--- src/rtl/lcd_pkg.sv ---
// Shared timing defaults, HD44780 command codes, FSM state encoding and the
// long-execution command detect used by the LCD bus arbiter.
package lcd_pkg;

    localparam int unsigned LCD_T_PWR   = 750000;
    localparam int unsigned LCD_T_SETUP = 5;
    localparam int unsigned LCD_T_EN    = 25;
    localparam int unsigned LCD_T_CMD   = 2500;
    localparam int unsigned LCD_T_LONG  = 82000;

    localparam logic [7:0] LCD_CMD_CLEAR      = 8'h01;
    localparam logic [7:0] LCD_CMD_HOME       = 8'h02;
    localparam logic [7:0] LCD_CMD_FUNC_SET   = 8'h38;
    localparam logic [7:0] LCD_CMD_DISP_ON    = 8'h0C;
    localparam logic [7:0] LCD_CMD_ENTRY_MODE = 8'h06;
    localparam logic [7:0] LCD_CMD_LINE1      = 8'h80;
    localparam logic [7:0] LCD_CMD_LINE2      = 8'hC0;

    typedef enum logic [2:0] {
        ST_PWRUP,
        ST_IDLE,
        ST_SETUP,
        ST_PULSE,
        ST_WAIT
    } lcd_state_e;

    // 0x03 decodes as return-home on the controller, so it also needs the long wait.
    function automatic logic lcd_is_long(input logic rs, input logic [7:0] data);
        return !rs && (data inside {LCD_CMD_CLEAR, LCD_CMD_HOME, 8'h03});
    endfunction

    function automatic int unsigned lcd_max(input int unsigned a, input int unsigned b);
        return (a > b) ? a : b;
    endfunction

endpackage

--- src/rtl/lcd_rr_arbiter.sv ---
// Round-robin winner selection with a lock owner for atomic multi-byte
// sequences; holds the priority pointer and ownership registers.
module lcd_rr_arbiter #(
    parameter int NREQ = 3
) (
    input  logic                    clk_i,
    input  logic                    reset_i,
    input  logic [NREQ-1:0]         req_i,
    input  logic [NREQ-1:0]         lock_i,
    input  logic                    take_i,
    output logic                    win_vld_o,
    output logic [$clog2(NREQ)-1:0] win_idx_o
);

    localparam int IW = $clog2(NREQ);

    logic [IW-1:0] ptr_q, ptr_d;
    logic [IW-1:0] owner_q, owner_d;
    logic          owned_q, owned_d;

    // Descending scan so the smallest offset from the pointer is assigned last and wins.
    always_comb begin
        win_vld_o = 1'b0;
        win_idx_o = ptr_q;
        if (owned_q) begin
            win_vld_o = req_i[owner_q];
            win_idx_o = owner_q;
        end else begin
            for (int k = NREQ - 1; k >= 0; k--) begin
                if (req_i[IW'((int'(ptr_q) + k) % NREQ)]) begin
                    win_vld_o = 1'b1;
                    win_idx_o = IW'((int'(ptr_q) + k) % NREQ);
                end
            end
        end
    end

    always_comb begin
        ptr_d   = ptr_q;
        owner_d = owner_q;
        owned_d = owned_q;
        if (take_i) begin
            if (lock_i[win_idx_o]) begin
                owned_d = 1'b1;
                owner_d = win_idx_o;
            end else begin
                owned_d = 1'b0;
                ptr_d   = (win_idx_o == IW'(NREQ - 1)) ? '0 : win_idx_o + 1'b1;
            end
        end
    end

    always_ff @(posedge clk_i) begin
        if (reset_i) begin
            ptr_q   <= '0;
            owner_q <= '0;
            owned_q <= 1'b0;
        end else begin
            ptr_q   <= ptr_d;
            owner_q <= owner_d;
            owned_q <= owned_d;
        end
    end

endmodule

--- src/rtl/lcd_bus_arbiter.sv ---
// Shares one HD44780 8-bit write bus between NREQ byte producers and times
// setup, enable pulse and execution wait with a single down-counter.
//
// state | meaning
// PWRUP | post-reset power-on wait, requests ignored
// IDLE  | bus free, grant the arbitration winner
// SETUP | rs/data stable, enable low
// PULSE | enable high
// WAIT  | enable low, controller executing the byte
module lcd_bus_arbiter
    import lcd_pkg::*;
#(
    parameter int          NREQ    = 3,
    parameter int unsigned T_PWR   = LCD_T_PWR,
    parameter int unsigned T_SETUP = LCD_T_SETUP,
    parameter int unsigned T_EN    = LCD_T_EN,
    parameter int unsigned T_CMD   = LCD_T_CMD,
    parameter int unsigned T_LONG  = LCD_T_LONG
) (
    input  logic              clk_i,
    input  logic              reset_i,
    input  logic [NREQ-1:0]   req_i,
    input  logic [NREQ-1:0]   req_rs_i,
    input  logic [8*NREQ-1:0] req_data_i,
    input  logic [NREQ-1:0]   req_lock_i,
    output logic [NREQ-1:0]   gnt_o,
    output logic              busy_o,
    output logic              lcd_rs_o,
    output logic              lcd_rw_o,
    output logic              lcd_en_o,
    output logic [7:0]        lcd_data_o
);

    localparam int IW = $clog2(NREQ);
    localparam int unsigned T_MAX =
        lcd_max(lcd_max(lcd_max(T_PWR, T_SETUP), lcd_max(T_EN, T_CMD)), T_LONG);
    localparam int CW = $clog2(T_MAX + 1);

    // Counter loads hold duration-1 so the terminal count of zero is the last cycle.
    localparam logic [CW-1:0] CNT_PWR   = CW'(T_PWR - 1);
    localparam logic [CW-1:0] CNT_SETUP = CW'(T_SETUP - 1);
    localparam logic [CW-1:0] CNT_EN    = CW'(T_EN - 1);
    localparam logic [CW-1:0] CNT_CMD   = CW'(T_CMD - 1);
    localparam logic [CW-1:0] CNT_LONG  = CW'(T_LONG - 1);

    lcd_state_e    state_q, state_d;
    logic [CW-1:0] cnt_q, cnt_d;
    logic          tc;

    logic [NREQ-1:0] gnt_q, gnt_d;
    logic            lcd_rs_q;
    logic [7:0]      lcd_data_q;

    logic          win_vld;
    logic [IW-1:0] win_idx;
    logic          take;

    lcd_rr_arbiter #(
        .NREQ (NREQ)
    ) u_rr (
        .clk_i     (clk_i),
        .reset_i   (reset_i),
        .req_i     (req_i),
        .lock_i    (req_lock_i),
        .take_i    (take),
        .win_vld_o (win_vld),
        .win_idx_o (win_idx)
    );

    assign take  = (state_q == ST_IDLE) && win_vld;
    assign tc    = (cnt_q == '0);
    assign gnt_d = take ? (NREQ'(1) << win_idx) : '0;

    always_ff @(posedge clk_i) begin
        if (reset_i) begin
            state_q <= ST_PWRUP;
            cnt_q   <= CNT_PWR;
        end else begin
            state_q <= state_d;
            cnt_q   <= cnt_d;
        end
    end

    always_comb begin
        state_d = state_q;
        cnt_d   = tc ? cnt_q : cnt_q - 1'b1;
        case (state_q)
            ST_PWRUP: if (tc) state_d = ST_IDLE;
            ST_IDLE: begin
                if (take) begin
                    state_d = ST_SETUP;
                    cnt_d   = CNT_SETUP;
                end
            end
            ST_SETUP: begin
                if (tc) begin
                    state_d = ST_PULSE;
                    cnt_d   = CNT_EN;
                end
            end
            ST_PULSE: begin
                if (tc) begin
                    state_d = ST_WAIT;
                    cnt_d   = lcd_is_long(lcd_rs_q, lcd_data_q) ? CNT_LONG : CNT_CMD;
                end
            end
            ST_WAIT: if (tc) state_d = ST_IDLE;
            default: begin
                state_d = ST_PWRUP;
                cnt_d   = CNT_PWR;
            end
        endcase
    end

    always_comb begin
        lcd_en_o = (state_q == ST_PULSE);
        busy_o   = (state_q != ST_IDLE);
        lcd_rw_o = 1'b0;
    end

    always_ff @(posedge clk_i) begin
        if (reset_i) begin
            gnt_q      <= '0;
            lcd_rs_q   <= 1'b0;
            lcd_data_q <= '0;
        end else begin
            gnt_q <= gnt_d;
            if (take) begin
                lcd_rs_q   <= req_rs_i[win_idx];
                lcd_data_q <= req_data_i[8*win_idx +: 8];
            end
        end
    end

    assign gnt_o      = gnt_q;
    assign lcd_rs_o   = lcd_rs_q;
    assign lcd_data_o = lcd_data_q;

endmodule

--- config.mk ---
export PLATFORM = sky130hd
export DESIGN_NAME = lcd_bus_arbiter
export DESIGN_NICKNAME = d
export VERILOG_FILES = /design/src/rtl/lcd_pkg.sv /design/src/rtl/lcd_rr_arbiter.sv /design/src/rtl/lcd_bus_arbiter.sv
export SDC_FILE = /design/constraint.sdc
export NUM_CORES = 1
export LEC_CHECK = 0
export BUFFER_PORTS_ARGS = -buffer_cell sky130_fd_sc_hd__buf_2
export CORE_MARGIN = 2
export CORE_UTILIZATION = 45
export DETAILED_ROUTE_END_ITERATION = 10
export GPL_TIMING_DRIVEN = 0
export HOLD_SLACK_MARGIN = 0.15
export PLACE_DENSITY = 0.81
export SLEW_MARGIN = 10
export SYNTH_ARGS = -nofsm -noshare
export SYNTH_HDL_FRONTEND = slang
export SYNTH_SLANG_ARGS = --single-unit
--- constraint.sdc ---
create_clock -name clk_i -period 2.34 [get_ports clk_i]
set_input_delay 0.468 -clock clk_i [delete_from_list [all_inputs] [get_ports clk_i]]
set_output_delay 0.468 -clock clk_i [all_outputs]
set_load 0.005 [all_outputs]
==> summary.md <==
For met2 alone, demand over resource in global routing was 41.64%. The cell leakage power was 1.367 nW. Summing all multi-input logic gate instances after layout gives 1863 sq um.

The number of cells after detailed placement is 415, and the fraction of final layout cells sized beyond drive strength 1 is 46.30%. The final count of hold timing violations is 0. Number of nets with antenna violations after routing: 0. The logs give 5172 sq um for the core footprint and 4516 um for the post-DP HPWL. Before antenna repair, the detailed router went through 5 iterations.

The warning count from the yosys run was 0. Flip-flop cell with the highest count after synthesis: dfxtp_1. Summing the areas of all and, or, nand and nor instances in the mapped netlist gives 25.55% of the synthesized area. The run gives 338 as the net count of the mapped netlist. The compound-cell area share of the yosys netlist was 21.97%.

At the later pin of the worst-skew pair, clock insertion delay measures 290 ps. The synthesis-stage register bit count was 40. The longest clock path from root to sink contains 2 buffers. The worst pin sits at a relative slew slack of 35.24%. Synthesis instantiated 58 different standard cells from the library.

At the pin with the least slew margin, the transition time is 971.3 ps. The run gives 26 as the placement row count. The horizontal die dimension works out to 77.69 um. The worst path needs 2545 ps of the cycle, external delays included. The number of design rule violations left after detail routing came out at 0.

Worst hold-check path type: in2reg. The placement-stage cell area came out at 2838 sq um. Global routing used 29.62% of the available met1 tracks.

OpenSTA, run right after detailed placement, puts the worst setup slack at -412.4 ps. In the final routed layout, each cell accounts on average for 17.60 um. The category of cells accounting for the largest share of critical-path delay was compound AO/OA/AOI/OAI gates.

The finished layout holds 448 standard cells, fillers aside. The number of global-route vias before repair was 2533; the fraction of the mapped netlist area in adder cells was 3.072%. The tools report the initial antenna violation count as 0. The initial cell density of the core was 47.24%; the aggregate global routing overflow was 0. Across the whole layout, storage elements account for 805.8 sq um. The run finished, with violations left.

The setup path with the least slack is of type reg2reg. Total power for the finished layout comes to 1.551 mW. For the wire length of the first global-routing pass, the log shows 11800 um.

Setup violations remaining at the end of the flow were counted as 31. For this block, the initial DRC count from the detailed router was 250. Synthesis produced 297 cells. Setup repair after global routing could not meet its margin everywhere. The final worst slack is -205.1 ps, and the fraction of met3 tracks used by global routing is 4.419%. Global routing used 24.17% of the available tracks. The worst-case clock skew is 8.586 ps, and the height of the chip is 77.69 um. TritonCTS built the clock tree.

Summing the areas of all xor and xnor instances in the mapped netlist gives 4.659% of the synthesized area. Among all stages on the critical path, the largest delay is contributed by dfxtp_2. STA puts the critical path data required time at 2500 ps. The final design area excluding fillers was 3513 sq um. The logs give 2444 sq um for the post-synthesis cell area and 67.92% for the post-layout utilization of the core. The tools report the H-tree depth as 2. The peak fanout along the critical path works out to 5.

For this run, the register share of the synthesized area comes to 32.77%. The tree built by TritonCTS fans out to 40 sinks. The signal on the critical path passes through inv_2, ha_4, buf_6, mux2i_2, nand2_1, a221oi_2, o31ai_4, buf_6, mux2_2, a221oi_2, nor3_1.

For this run, the slowest stage of the critical path takes 360 ps. IR analysis of the VDD net gives a maximum drop of 0.3880 mV. For the total of fill cells in the finished design, the log shows 364.

CTS placed an instance of clkbuf_8 at the clock tree root. The final reports fail on setup timing. The number of hold buffers added after cts is 0. Summed over all layers, the routed wires come to 7885 um.

The portion of synthesized area spent on multiplexers is 6.605%. The full die area is 6036 sq um. The combinational family with the most area after synthesis is simple AND/OR/NAND/NOR gates.

Entering global routing, the biggest net connects 13 pins. The area growth from synthesis to layout came out at 43.78%. Yosys mapped a number of flops with a built-in enable equal to 0. The run gives 0 as the final number of max-transition violations. Clock tree synthesis inserted a total of 5 buffers. Detailed routing inserted a total of 2704 vias. The fraction of the cycle the final worst path needs came out at 108.8%. The logs give 419 for the number of nets at the end of the flow and 50 for the boundary pin count. For the max-capacitance violation count, the log shows 0.

Type of origin of the critical path: a flop. The logs give 0.8835 for the placer congestion estimate and 392.9 MHz for the highest achievable clock rate. The number of antenna diodes in the final layout is 0.

After clock tree synthesis, the clock-pin slew on the worst setup and hold paths is 80 ps. The layer flagged by global routing as most heavily used is met2. Buffers placed on the I/O ports in this run total 48. Counting both buffers and inverters, the worst setup path holds a total of 3. The share of flip-flops with an asynchronous set or reset works out to 0%. After detailed routing, the number of vias per cell comes to 6.036.

The signal arrival time at the worst endpoint is 2710 ps. The worst setup path is captured at a flop. The average instance in the mapped netlist occupies 8.228 sq um. Dividing total power by cell area gives a power density of 441.5 nW/um^2.
[stage by stage]
step,hold slack [ps],setup TNS [ps]
2_1_floorplan,465.5,-237.9
3_3_place_gp,484.0,-5003
3_5_place_dp,494.1,-8413
4_1_cts,410.4,-1050
5_1_grt,425.3,-6255
6_report,428.7,-3679
[flip-flops by register name, summed over array words and instances (netlist names)]
name / count
cnt_q: 20
lcd_data_o: 8
gnt_o: 3
state_q: 3
u_rr.owner_q: 2
u_rr.ptr_q: 2
lcd_rs_o: 1
u_rr.owned_q: 1
[where the power goes]
part,internal (mW),total [mW],switching [mW],leakage [nW]
clock network,0.420,0.670,0.250,0.0642
logic,0.0889,0.191,0.102,0.979
registers,0.685,0.691,0.00560,0.324
total,1.19,1.55,0.357,1.37
[cell type report]
class                      count  share of cell area (%)
inverter                      11                   1.603
sequential                    40                   22.93
multi-input combinational    230                   53.03
clock inverter                 2                   1.709
tap                           70                   2.493
clock buffer                   5                   1.959
timing repair buffer          74                   12.96
buffer                        16                   3.312
[cell usage in the layout, fill, tap and decap left out, types with 4 or more instances in the layout]
cell,netlist,final
buf_2,4,50
buf_6,1,9
nor3_1,20,14
o21ai_1,1,8
mux2_2,9,8
xor2_1,5,5
a221oi_2,1,10
dfxtp_1,40,36
nand3_1,7,6
nor2_1,26,26
inv_1,10,6
clkbuf_1,10,5
nand2b_1,6,5
a21oi_1,17,13
o21ai_2,2,4
nor2b_1,5,5
o21ai_0,16,6
nor3_2,0,6
nand2_1,24,20
xnor2_1,8,8
dfxtp_2,0,4
clkbuf_8,0,6
nand2_2,0,4
a21oi_4,1,4
buf_4,2,20
nor4_1,8,6
[synth_stat cells (5+ instances only)]
cell	instances	share of area, %
dfxtp_1	40	33
nor2_1	26	4.0
nand2_1	24	3.7
nor3_1	20	4.1
a21oi_1	17	3.5
o21ai_0	16	3.3
a221oi_1	12	4.3
clkbuf_1	10	1.5
inv_1	10	1.5
mux2_2	9	4.1
nor4_1	8	2.0
xnor2_1	8	2.9
nand3_1	7	1.4
ha_1	6	3.1
mux2i_1	6	2.5
nand2b_1	6	1.5
nor2b_1	5	1.3
xor2_1	5	1.8
[final timing paths]
path	start	to	slack (ps)	cells past startpoint
setup / recovery	u_rr.ptr_q[0]$_SDFFE_PP0P_	lcd_data_o[6]$_SDFFE_PP0P_	-210	11
hold / removal	reset_i	gnt_o[1]$_SDFF_PP0_	430	2
setup reg to reg	u_rr.ptr_q[0]$_SDFFE_PP0P_	lcd_data_o[6]$_SDFFE_PP0P_	-210	11
hold reg to reg	lcd_rs_o$_SDFFE_PP0P_	lcd_rs_o$_SDFFE_PP0P_	510	2
[kinds of logic after synthesis]
kind of cell    Yosys count
simple gates            118
compound gates           76
flops                    40
buf+inv                  28
mux                      15
xor+xnor                 13
fa+ha+maj                 6
other cells               1
[worst register-to-register path, delay by kind of cell, from the launching register on]
| family | cells | cell delay, ps |
|---|---|---|
| simple gates | 2 | 180 |
| fa+ha+maj | 1 | 270 |
| buf+inv | 3 | 330 |
| compound gates | 3 | 770 |
| flops | 1 | 360 |
| mux | 2 | 510 |
[routing by layer]
metal | wire length, um | vias up
met5 | 0 | -
met4 | 174 | 0
met3 | 513 | 24
met2 | 3895 | 148
met1 | 3301 | 1291
li1 | - | 1241
[what timing repair did]
item | 4_1_cts | 5_1_grt
gates cloned | 2 | 0
buffers inserted | 14 | 11
pin swaps | 18 | 29
setup endpoints to repair | 36 | 38
gates resized for setup | 49 | 49
Power figures use the tool's default switching activity.
